<file path="config.mk">
export PLATFORM = sky130hd
export DESIGN_NAME = bpu_resolve_queue
export DESIGN_NICKNAME = d
export VERILOG_FILES = /design/src/rtl/bpu_resolve_queue.sv
export SDC_FILE = /design/constraint.sdc
export NUM_CORES = 1
export LEC_CHECK = 0
export ABC_AREA = 1
export CORE_MARGIN = 1
export CORE_UTILIZATION = 40
export CTS_CLUSTER_DIAMETER = 200
export DETAILED_ROUTE_END_ITERATION = 10
export GPL_TIMING_DRIVEN = 0
export PLACE_DENSITY = 0.6
export SYNTH_ARGS = -nofsm -noshare
export SYNTH_HDL_FRONTEND = slang
export SYNTH_SLANG_ARGS = --single-unit
</file>
<file path="constraint.sdc">
create_clock -name clk_i -period 10.1 [get_ports clk_i]
set_input_delay 2.02 -clock clk_i [delete_from_list [all_inputs] [get_ports clk_i]]
set_output_delay 2.02 -clock clk_i [all_outputs]
set_load 0.05 [all_outputs]
</file>
<file path="src/rtl/bpu_resolve_queue.sv">
// Branch-prediction resolve queue: tracks in-flight predicted-taken branches and
// checks them against Execute outcomes. Optional stats counters: BPU_RESOLVE_STATS_EN.
module bpu_resolve_queue #(
    parameter int unsigned DEPTH = 4,
    parameter int unsigned XLEN  = 32
) (
    input  logic            clk_i,
    input  logic            rst_i,
    input  logic            stall_i,
    input  logic            flush_i,
    input  logic            pred_valid_i,
    input  logic [XLEN-1:0] pred_pc_i,
    input  logic [XLEN-1:0] pred_target_i,
    input  logic            exe_is_branch_i,
    input  logic [XLEN-1:0] exe_pc_i,
    input  logic            exe_taken_i,
    input  logic [XLEN-1:0] exe_target_i,
    output logic            full_o,
    output logic            mispredict_o,
    output logic [XLEN-1:0] redirect_pc_o,
    output logic            upd_valid_o,
    output logic [XLEN-1:0] upd_pc_o,
    output logic            upd_taken_o,
    output logic [XLEN-1:0] upd_target_o,
`ifdef BPU_RESOLVE_STATS_EN
    output logic [31:0]     stat_resolved_o,
    output logic [31:0]     stat_mispredict_o,
    output logic [31:0]     stat_unpredicted_o,
`endif
    output logic            overflow_o
);

    localparam int unsigned PTR_W = (DEPTH > 1) ? $clog2(DEPTH) : 1;
    localparam int unsigned CNT_W = PTR_W + 1;

    logic [XLEN-1:0]  pc_mem  [DEPTH];
    logic [XLEN-1:0]  tgt_mem [DEPTH];
    logic [PTR_W-1:0] rd_ptr_q;
    logic [PTR_W-1:0] wr_ptr_q;
    logic [CNT_W-1:0] count_q;

    logic            empty;
    logic [XLEN-1:0] head_pc;
    logic [XLEN-1:0] head_tgt;
    logic            resolve;
    logic            hit;
    logic            mis;
    logic            recover;
    logic            pop;
    logic            push_req;
    logic            push;
    logic            ovf_set;
    logic [XLEN-1:0] redirect;

    // Head comparison, push/pop arbitration and recovery decode
    always_comb begin
        empty    = (count_q == '0);
        full_o   = (count_q == CNT_W'(DEPTH));
        head_pc  = pc_mem[rd_ptr_q];
        head_tgt = tgt_mem[rd_ptr_q];
        resolve  = ~stall_i & exe_is_branch_i & ~flush_i;
        hit      = ~empty & (head_pc == exe_pc_i);
        mis      = (exe_taken_i != hit) | (exe_taken_i & hit & (exe_target_i != head_tgt));
        // A registered mispredict means every queued entry is wrong-path
        recover  = flush_i | mispredict_o;
        pop      = resolve & hit & ~recover;
        push_req = ~stall_i & pred_valid_i & ~recover;
        push     = push_req & (~full_o | pop);
        ovf_set  = push_req & full_o & ~pop;
        redirect = exe_taken_i ? exe_target_i : exe_pc_i + XLEN'(4);
    end

    // Entry storage; contents need no reset
    always_ff @(posedge clk_i) begin
        if (push) begin
            pc_mem[wr_ptr_q]  <= pred_pc_i;
            tgt_mem[wr_ptr_q] <= pred_target_i;
        end
    end

    // Pointers, occupancy and registered strobes
    always_ff @(posedge clk_i or posedge rst_i) begin
        if (rst_i) begin
            rd_ptr_q      <= '0;
            wr_ptr_q      <= '0;
            count_q       <= '0;
            mispredict_o  <= 1'b0;
            redirect_pc_o <= '0;
            upd_valid_o   <= 1'b0;
            upd_pc_o      <= '0;
            upd_taken_o   <= 1'b0;
            upd_target_o  <= '0;
            overflow_o    <= 1'b0;
        end else begin
            mispredict_o <= resolve & mis;
            upd_valid_o  <= resolve;
            if (resolve) begin
                upd_pc_o     <= exe_pc_i;
                upd_taken_o  <= exe_taken_i;
                upd_target_o <= exe_target_i;
            end
            if (resolve & mis) begin
                redirect_pc_o <= redirect;
            end
            if (ovf_set) begin
                overflow_o <= 1'b1;
            end
            if (recover) begin
                rd_ptr_q <= wr_ptr_q;
                count_q  <= '0;
            end else begin
                if (push) begin
                    wr_ptr_q <= wr_ptr_q + PTR_W'(1);
                end
                if (pop) begin
                    rd_ptr_q <= rd_ptr_q + PTR_W'(1);
                end
                count_q <= count_q + CNT_W'(push) - CNT_W'(pop);
            end
        end
    end

`ifdef BPU_RESOLVE_STATS_EN
    // Wrapping event counters
    always_ff @(posedge clk_i or posedge rst_i) begin
        if (rst_i) begin
            stat_resolved_o    <= '0;
            stat_mispredict_o  <= '0;
            stat_unpredicted_o <= '0;
        end else begin
            if (resolve) begin
                stat_resolved_o <= stat_resolved_o + 32'd1;
            end
            if (mispredict_o) begin
                stat_mispredict_o <= stat_mispredict_o + 32'd1;
            end
            if (resolve & ~hit) begin
                stat_unpredicted_o <= stat_unpredicted_o + 32'd1;
            end
        end
    end
`endif

endmodule

</file>
# Word level (Yosys, flattened, before mapping)
# Memory sizes are Yosys's and may differ from the RTL's.
# Index checks and enable logic that the tools add are counted.
op_classes:
  n_addsub: 5
  eq_ne: 4
  muxes: 6
  n_bitwise: 22
  reduce_logical: 3
op_table:
  columns: ["op", "n"]
  rows:
  - ["32-bit by 3-bit adder with 32-bit output, second input constant", 1]
  - ["32-bit equality test", 1]
  - ["32-bit two-way mux", 1]
  - ["32-bit inequality test", 1]
  - ["1-bit bitwise AND", 13]
  - ["1-bit inverter", 6]
  - ["2-bit by 1-bit adder with 2-bit output, second input constant", 2]
  - ["2-bit two-way mux", 2]
  - ["3-bit by 1-bit adder with 3-bit output", 1]
  - ["3-bit equality test, second input constant", 1]
  - ["3-bit zero test", 1]
  - ["3-bit two-way mux", 1]
  - ["1-bit OR", 3]
  - ["3-bit by 1-bit subtractor with 3-bit output", 1]
  - ["1-bit two-way mux", 2]
  - ["2-bit AND reduction", 1]
  - ["2-bit nonzero test", 1]
  - ["1-bit inequality test", 1]
word_totals:
  regBits: 107
  ramBits: 256
  in_bits: 135
  out_inout_bits: 101
  word_cells: 52
  mem_count: 2
memory_table:
  columns: ["name", "words", "word_bits", "read_ports", "rd_clocked_by_memory_dff", "write_ports", "line", "source"]
  rows:
  - ["pc_mem", 4, 32, 1, 0, 1, "36", "logic [XLEN-1:0] pc_mem [DEPTH];"]
  - ["tgt_mem", 4, 32, 1, 0, 1, "37", "logic [XLEN-1:0] tgt_mem [DEPTH];"]

# Longest topological paths before layout
depth:
  depth_word: 10
  depth_mapped: 23

# Worst setup path after synthesis
# Ideal clock, no wire load.
synth_timing:
  kind: "input port to flip-flop"
  start: "input port exe_pc_i[22]"
  end: "memory pc_mem[0][0], enable pin"
  setup_ns: 0.486
  arrival_time_ns: 5.760
  required_time_ns: 9.614
  slack_ns: 3.854
  cell_stages: 10
  path_cell_list: "clkbuf_1 > xor2_1 > nand2_1 > nor2_1 > nand2_1 > nor2_2 > nand4_4 > nand2_4 > nand2_2 > nor2_1"
synth_between:
  elab_chain_len: 8
synth_lines:
  columns: ["element", "line", "source"]
  rows:
  - ["from (decl)", "15", "input logic [XLEN-1:0] exe_pc_i,"]
  - ["32-bit equality test", "62", "hit = ~empty & (head_pc == exe_pc_i);"]
  - ["1-bit bitwise AND", "62", null]
  - ["1-bit bitwise AND (2 in series)", "66", "pop = resolve & hit & ~recover;"]
  - ["1-bit OR", "68", "push = push_req & (~full_o | pop);"]
  - ["1-bit bitwise AND", "68", null]
  - ["1-bit two-way mux", "75", "if (push) begin"]
  - ["1-bit two-way mux (implied by the code)", "76", "pc_mem[wr_ptr_q] <= pred_pc_i;"]
  - ["to (decl)", "36", null]
# No other way between the ends.

# Final worst setup path
layout_timing:
  start: "input port exe_pc_i[8]"
  end: "memory tgt_mem[2][11], enable pin"
layout_between:
  elab_chain_len: 8
layout_lines:
  columns: ["element", "line", "source"]
  rows:
  - ["32-bit equality test", "62", null]
  - ["1-bit bitwise AND", "62", null]
  - ["1-bit bitwise AND (2 in series)", "66", null]
  - ["1-bit OR", "68", null]
  - ["1-bit bitwise AND", "68", null]
  - ["1-bit two-way mux", "75", null]
  - ["1-bit two-way mux (implied by the code)", "77", "tgt_mem[wr_ptr_q] <= pred_target_i;"]
  - ["to (decl)", "37", null]
# No other way between the ends.

==> flow_summary.json <==
{
  "status": "finished, final reports clean",
  "via_per_inst": 5.20,
  "setup-violations-final": 0,
  "reg2reg_to": "tgt_mem[2][11]",
  "tightestPinTransition_ps": 981,
  "finClkSkew_ps": 28.7,
  "criticalPathCategory": "in -> reg",
  "dr.pass1.iters": 5,
  "clkLatencyLatePin_ps": 580,
  "antenna_cells_inserted": 0,
  "dp.final_hpwl_mm": 44.5,
  "area_delta_synth_final_pct": 29.2,
  "synthTopCellsByCount": "nand2_1, edfxtp_1, nand3_1",
  "syn_avg_cell_area_sq_um": 9.55,
  "hold_buffers": 0,
  "finalSetupTns_ps": 0,
  "grt_max_degree": 59,
  "worst_slew_margin_rel_pct": 34.1,
  "final_core_util_pct": 52.9,
  "place_congestion": 0.948,
  "synth-async-reset-ratio_pct": 29.5,
  "holdPathStages": 2,
  "fin_area_sq_um": 21300,
  "cpMaxStageDelayCell": "clkdlybuf4s50_1",
  "synth_top_area_cell": "edfxtp_1",
  "yosysWarnings": 0,
  "ir_drop_mv": 0.140,
  "hold_end": "redirect_pc_o[21]",
  "reg2reg_slack_ps": 5940,
  "ys_seq_elements": 363,
  "cp_cell_sequence": "clkdlybuf4s50_1, inv_1, nand3_1, nand2_1, nor2_1, nand2_1, nor2_1, nand2_1, nor2_2, nand4_4, nand2_4, nand2_2, nor2_4, buf_12",
  "fin_nets": 2155,
  "hold_path.class": "reg -> reg",
  "critPathMaxFanout": 26,
  "track_usage_pct": 28.2,
  "r2r-start": "rd_ptr_q[1]",
  "yosysTopAreaCellShare_pct": 46.7,
  "initial_utilization_pct": 41.0,
  "start_kind": "input port",
  "num_vias": 13300,
  "die_w_um": 205,
  "core.rowCount": 73,
  "overflow": 0,
  "port_buffers": 234,
  "wl_per_cell_um": 22.7,
  "timing.hold.ws_ps": 469,
  "die-area_sq_um": 42000,
  "p_leak_uw": 0.00896,
  "synthFlopType": "edfxtp_1",
  "end_kind": "flip-flop",
  "report.power.total_uw": 4880,
  "finalCritPeriodShare_pct": 51.4,
  "maxSlewViolCount": 0,
  "synth.most_common_cell": "nand2_1",
  "power-per-cell-area_nw_per_um2": 230,
  "drt_iter0_drc": 1201,
  "grt_pass1_wl_mm": 84.6,
  "grt_pass1_vias": 12900,
  "clk_pin_slew_ps": 60,
  "rsz0062_at_grt": "false",
  "synth_area_sq_um": 16500,
  "worst_path_most_repeated_cell": "nand2_1",
  "cp_data_arrival_time_ps": 5450,
  "postSynthCellCount": 1724,
  "cts_tree": "yes",
  "boundaryPins": 236,
  "cts_root_buf": "clkbuf_16",
  "syn_nets": 1867,
  "htreeDepth": 2,
  "cpPeakStageDelay_ps": 740,
  "cts.sinks": 363,
  "core_region_area_sq_um": 40200,
  "numCtsBuffers": 40,
  "drive_above_1_share_pct": 6.71,
  "crit_required_ps": 10360,
  "cts-resized-gates": 0,
  "postCtsSetupRepairBufs": 0,
  "reg2reg_depth": 15,
  "drcViolationCount": 0,
  "seq_area_frac_synth_pct": 62.9,
  "period_minus_slack_ps": 5190,
  "post_dp_cell_area_sq_um": 19800,
  "cts_buffer_depth": 3,
  "hold_viol_final": 0,
  "hp-start": "redirect_pc_o[21]",
  "antenna_found_initial": 1,
  "synth.area.top_cells": "edfxtp_1, dfrtp_1, nand2_1",
  "synth_edf_count": 256,
  "max_cap_viol_count": 0,
  "fmax_ghz": 0.193,
  "wl_mm": 58.4,
  "die_y_um": 205,
  "ant_nets": 0,
  "ys_types": 34,
  "nFillCells": 3657
}
[sequential cells by signal, summed over array words and instances (netlist names)]
name and flops:
count_q 3, mispredict_o 1, overflow_o 1, pc_mem 128
rd_ptr_q 2, redirect_pc_o 32, tgt_mem 128, upd_pc_o 32
upd_taken_o 1, upd_target_o 32, upd_valid_o 1, wr_ptr_q 2
[worst max-delay path, delay by kind of cell]
kind | cells | cell delay [ps]
AND/OR/NAND/NOR | 11 | 2010
buffers and inverters | 3 | 1360
[logic make-up (layout without fill, tap and decap cells)]
kind of cell	Yosys count	count (layout)	synth area share, %
buffers and inverters	220	538	5.94
and+or+nand+nor	942	942	23.7
DFF	363	363	62.9
AOI/OAI and AO/OA	152	152	4.73
xor gates and xnor gates	39	39	2.07
adders and majority gates	8	8	0.653
[area by class of cell]
cell class	instances	area [sq um]	share of cell area [%]
plain buffers	72	420	1.98
clock buffers	48	1100	5.18
flip-flops and latches	363	10400	48.7
repair buffers	246	2640	12.4
well taps	525	657	3.09
clock inverters	24	383	1.80
inverters	148	561	2.63
multi-input cells	1141	5150	24.2
[through the flow]
stage	worst slack [ps]	cells
after floorplan	3850	1724
after global placement	-31.9	2483
after detailed placement	4330	2495
after CTS	4910	2567
after global routing	4710	2567
final	4910	2567
[placed cells by master, fill, tap and decap left out, drive strengths merged, types with 5 or more instances in the layout]
| cell type | Yosys | final |
|---|---|---|
| clkdlybuf4s50 | 0 | 234 |
| o21ai | 138 | 138 |
| buf | 47 | 59 |
| nor4 | 8 | 8 |
| nand3 | 182 | 182 |
| nand2 | 568 | 568 |
| ha | 7 | 7 |
| inv | 148 | 152 |
| nor3 | 16 | 16 |
| xor2 | 36 | 36 |
| a21oi | 5 | 5 |
| clkinv | 0 | 10 |
| edfxtp | 256 | 256 |
| clkbuf | 25 | 73 |
| nor2 | 146 | 146 |
| nand4 | 19 | 19 |
| bufinv | 0 | 9 |
| dfrtp | 107 | 107 |
[metal layers]
metal	track usage [%]	up-vias	wire length, um
li1	-	6279	-
met1	39.1	6379	25200
met2	43.7	575	26300
met3	6.01	111	4950
met4	9.60	0	1860
met5	0	-	0
[worst max path at each step]
| stage | endpoint | from | cells after the start |
|---|---|---|---|
| CTS | tgt_mem[2][14] | exe_pc_i[8] | 14 |
| global placement | pc_mem[0][19] | exe_pc_i[7] | 13 |
| floorplan | pc_mem[0][0] | exe_pc_i[22] | 10 |
| finish | tgt_mem[2][11] | exe_pc_i[8] | 14 |
| detailed placement | tgt_mem[2][20] | exe_pc_i[8] | 14 |
| global route | tgt_mem[2][11] | exe_pc_i[8] | 14 |
[report_power, final]
part	leakage (uW)	switching, uW	internal, uW
logic	0.00457	1010	454
registers	0.00366	64.3	1710
clock network	0.000731	623	1010
total	0.00896	1700	3180
Note: power is estimated with default switching activity, not from simulation.
==> patch 1, RTL diff (same flow settings) <==
The option `BPU_RESOLVE_STATS_EN` is turned on by a define.
--- a/src/rtl/bpu_resolve_queue.sv
+++ b/src/rtl/bpu_resolve_queue.sv
@@ -2,2 +2,4 @@
 // checks them against Execute outcomes. Optional stats counters: BPU_RESOLVE_STATS_EN.
+`define BPU_RESOLVE_STATS_EN
+
 module bpu_resolve_queue #(
Function (old outputs only; new: stat_mispredict_o, stat_resolved_o and stat_unpredicted_o): no difference found for any inputs over 4 cycles, from zero or initial values and one cycle with rst_i high; that may be too few to reach the edited logic, so the function may still have changed.
==> patch 1 against the unedited design <==
First-iteration DRC count is 26% higher; total power increased by 20%; fmax decreased by 3.7%; sequential cell count up 96; worst setup slack got worse by 0.20 ns; cell count increased by 29%; die area is 27% higher; clock skew decreased by 0.0031 ns; non-clock buffer count up 101; wire length increased by 26%; area after synthesis up 27%; cell area is 28% higher.
==> patch 1: results <==
group,metric,value,unit
timing,slew-limit-headroom,38.4,%
grt,grt_max_degree,121,
timing,fin_ws,4.71,ns
setup_path,r2r_setup_slack,5.64,ns
logic_synthesis,synth_area_leaders,"edfxtp_1, dfrtp_1, nand2_1",
outcome,outcome,"finished clean",
place,dp_cells,3217,
logic_synthesis,avgSynthCellArea,9.56,sq um
grt,met2_usage,45.2,%
min_path,min_to,"stat_resolved_o[31]$_DFFE_PP0P_",
layout,final_net_count,2736,
grt,grt_pass1_vias,16800,
setup_path,startpoint,"exe_pc_i[26]",
logic_synthesis,synth_xor_area_share,5.97,%
logic_synthesis,synth-async-reset-ratio,44.2,%
grt,grt_use_met1,37.0,%
place,numPortBuffers,331,
power,p_seq,2230,uW
setup_path,worstSetupEndpoint,"pc_mem[1][0]$_DFFE_PP_",
place,place_ws,4.09,ns
route,drtPass1Iterations,6,
grt,antenna_found_initial,2,
layout,n_fill_cell,4747,
setup_path,rr_worst_depth,14,
place,place.gp.congestion,1.01,
setup_path,slowest_stage,"nor2_4",
route,viasPerCell,5.23,
place,dp_hpwl,56700,um
power,p_leak,0.0114,uW
setup_path,cpPeakStageDelay,0.72,ns
setup_path,cp_max_fo,24,
timing,whs,0.468,ns
min_path,min_from,"stat_resolved_o[31]$_DFFE_PP0P_",
route,drtIter0Drc,1512,
timing,finalClockSkew,0.0257,ns
grt,grt_pass1_wl,109000,um
layout,fin_cells,3314,
clock_tree,cts_buffers,51,
power,ir_worst_vdd,0.167,mV
layout,drive_above_1_share,5.85,%
logic_synthesis,synth_fa_ha_area_share,0.691,%
logic_synthesis,ys_types,30,
patch 1: cell count changes in the layout (fill, tap and decap cells not counted), sizes merged, moves of 17 or more:
| cell | delta |
|---|---|
| dfrtp | +96 |
| nor2 | -17 |
| nor3 | +36 |
| nand3 | +81 |
| clkbuf | +27 |
| xor2 | +84 |
| o21ai | -50 |
| nand4 | +20 |
| clkdlybuf4s50 | +97 |
| xnor2 | +20 |
| nand2 | +184 |
patch 1: final cells by class:
| class | count | area [sq um] | share of cell area, % |
|---|---|---|---|
| antenna | 1 | 2.50 | 0.00919 |
| multi-input combinational | 1511 | 7270 | 26.7 |
| buffer | 79 | 429 | 1.58 |
| sequential | 459 | 12800 | 46.9 |
| timing repair buffer | 340 | 3510 | 12.9 |
| tap | 680 | 851 | 3.13 |
| inverter | 148 | 563 | 2.07 |
| clock buffer | 72 | 1480 | 5.42 |
| clock inverter | 24 | 350 | 1.29 |
patch 1: through the flow:
| stage | TNS (ns) | instance area [sq um] |
|---|---|---|
| after floorplan | 0 | 21000 |
| after global placement | -89.88 | 25200 |
| after detailed placement | 0 | 25400 |
| after CTS | 0 | 27200 |
| after global routing | 0 | 27200 |
| final | 0 | 27200 |
patch 1: metal layers:
metal,share of wire [%],routed length [um]
met3,7.0,5180
met5,0,0
met2,47,34600
met4,4.0,2920
met1,42,31000
patch 1: cell families (layout without fill, tap and decap cells):
family | Yosys count | count (layout)
xor+xnor | 143 | 143
compound gates | 96 | 96
flops | 459 | 459
simple gates | 1261 | 1261
buf+inv | 227 | 663
other cells | 0 | 1
fa+ha+maj | 11 | 11
patch 1: critical path: cells and delay by family:
kind	cells	cell delay [ns]
simple gates	11	2.22
buf+inv	4	1.39
==> patch 2, RTL diff (same settings) <==
Made on the original files. Register the output `redirect_pc_o` once more; this adds one clock of latency there. The other outputs are not delayed to match.
--- a/src/rtl/bpu_resolve_queue.sv
+++ b/src/rtl/bpu_resolve_queue.sv
@@ -34,2 +34,4 @@
     localparam int unsigned CNT_W = PTR_W + 1;
+
+    logic [XLEN-1:0] redirect_pc_s0;
 
@@ -87,3 +89,3 @@
             mispredict_o  <= 1'b0;
-            redirect_pc_o <= '0;
+            redirect_pc_s0 <= '0;
             upd_valid_o   <= 1'b0;
@@ -102,3 +104,3 @@
             if (resolve & mis) begin
-                redirect_pc_o <= redirect;
+                redirect_pc_s0 <= redirect;
             end
@@ -143,2 +145,6 @@
 
+    always_ff @(posedge clk_i) begin
+        redirect_pc_o <= redirect_pc_s0;
+    end
+
 endmodule
Check against the original RTL: not equivalent (Yosys sat finds a counterexample within 4 cycles, from zero or initial values and one cycle with rst_i high).
==> patch 2 against the unedited design <==
Total power is 0.56% higher; largest cell class unchanged; highest routed layer unchanged; wire length down 1.8%; cell area is 1.1% higher; clock power decreased by 5%; sequential cell count increased by 32; worst setup slack got worse by 0.17 ns; combinational power fell by 3%; area after synthesis increased by 2.2%; utilization shrank 0.71 points; largest power group unchanged; die area is 2.2% higher.
==> patch 2: results <==
group,metric,value,unit
outcome,outcome,"finished clean",
layout,n_fill_cell,3723,
logic_synthesis,syn_nets,1827,
logic_synthesis,synth-async-reset-ratio,27.1,%
route,drtIter0Drc,1174,
layout,design_area,21500,sq um
grt,met3_usage,4.50,%
min_path,min_from,"redirect_pc_s0[27]$_DFFE_PP0P_",
power,p_leak,0.00890,uW
logic_synthesis,synth_common_cells,"nand2_1, edfxtp_1, nand3_1",
place,placed_cell_area,20100,sq um
logic_synthesis,synth_top_area_share,45.7,%
route,wl_met2,26500,um
layout,final_net_count,2117,
grt,met2_usage,42.4,%
grt,grt_max_degree,70,
logic_synthesis,synth-compound-area-share,3.37,%
route,avgRoutedWirePerCell,22.6,um
setup_path,startpoint,"exe_pc_i[5]",
timing,whs,0.366,ns
route,drtPass1Iterations,6,
grt,antenna_found_initial,3,
timing,finalClockSkew,0.0121,ns
place,dp_hpwl,43600,um
power,sw_frac_of_total,34.6,%
route,wl_met3,4080,um
logic_synthesis,yosysSeqAreaShare,65.4,%
place,dp_cells,2462,
==> patch 2: cell type report <==
cell class,instances,share of cell area (%)
Sequential cell,395,51.1
Multi-Input combinational cell,1117,23.7
Timing Repair Buffer,246,12.1
Clock buffer,62,5.62
Tap cell,532,3.09
Buffer,72,1.80
Inverter,100,1.76
Clock inverter,16,0.779
Antenna cell,2,0.0233
==> patch 2: kinds of logic (layout without fill, tap and decap cells) <==
family | after synthesis | after routing
simple gates | 957 | 957
buf+inv | 172 | 496
fa+ha+maj | 8 | 8
xor+xnor | 42 | 42
flops | 395 | 395
other cells | 0 | 2
compound gates | 110 | 110
==> patch 2: power by group through the flow <==
stage,Combinational (uW),Sequential (uW),Clock [uW]
2_1_floorplan,621,2190,0
3_3_place_gp,1390,1980,0
3_5_place_dp,1410,1970,0
4_1_cts,1420,1940,1570
5_1_grt,1530,1960,1630
6_report,1420,1940,1550
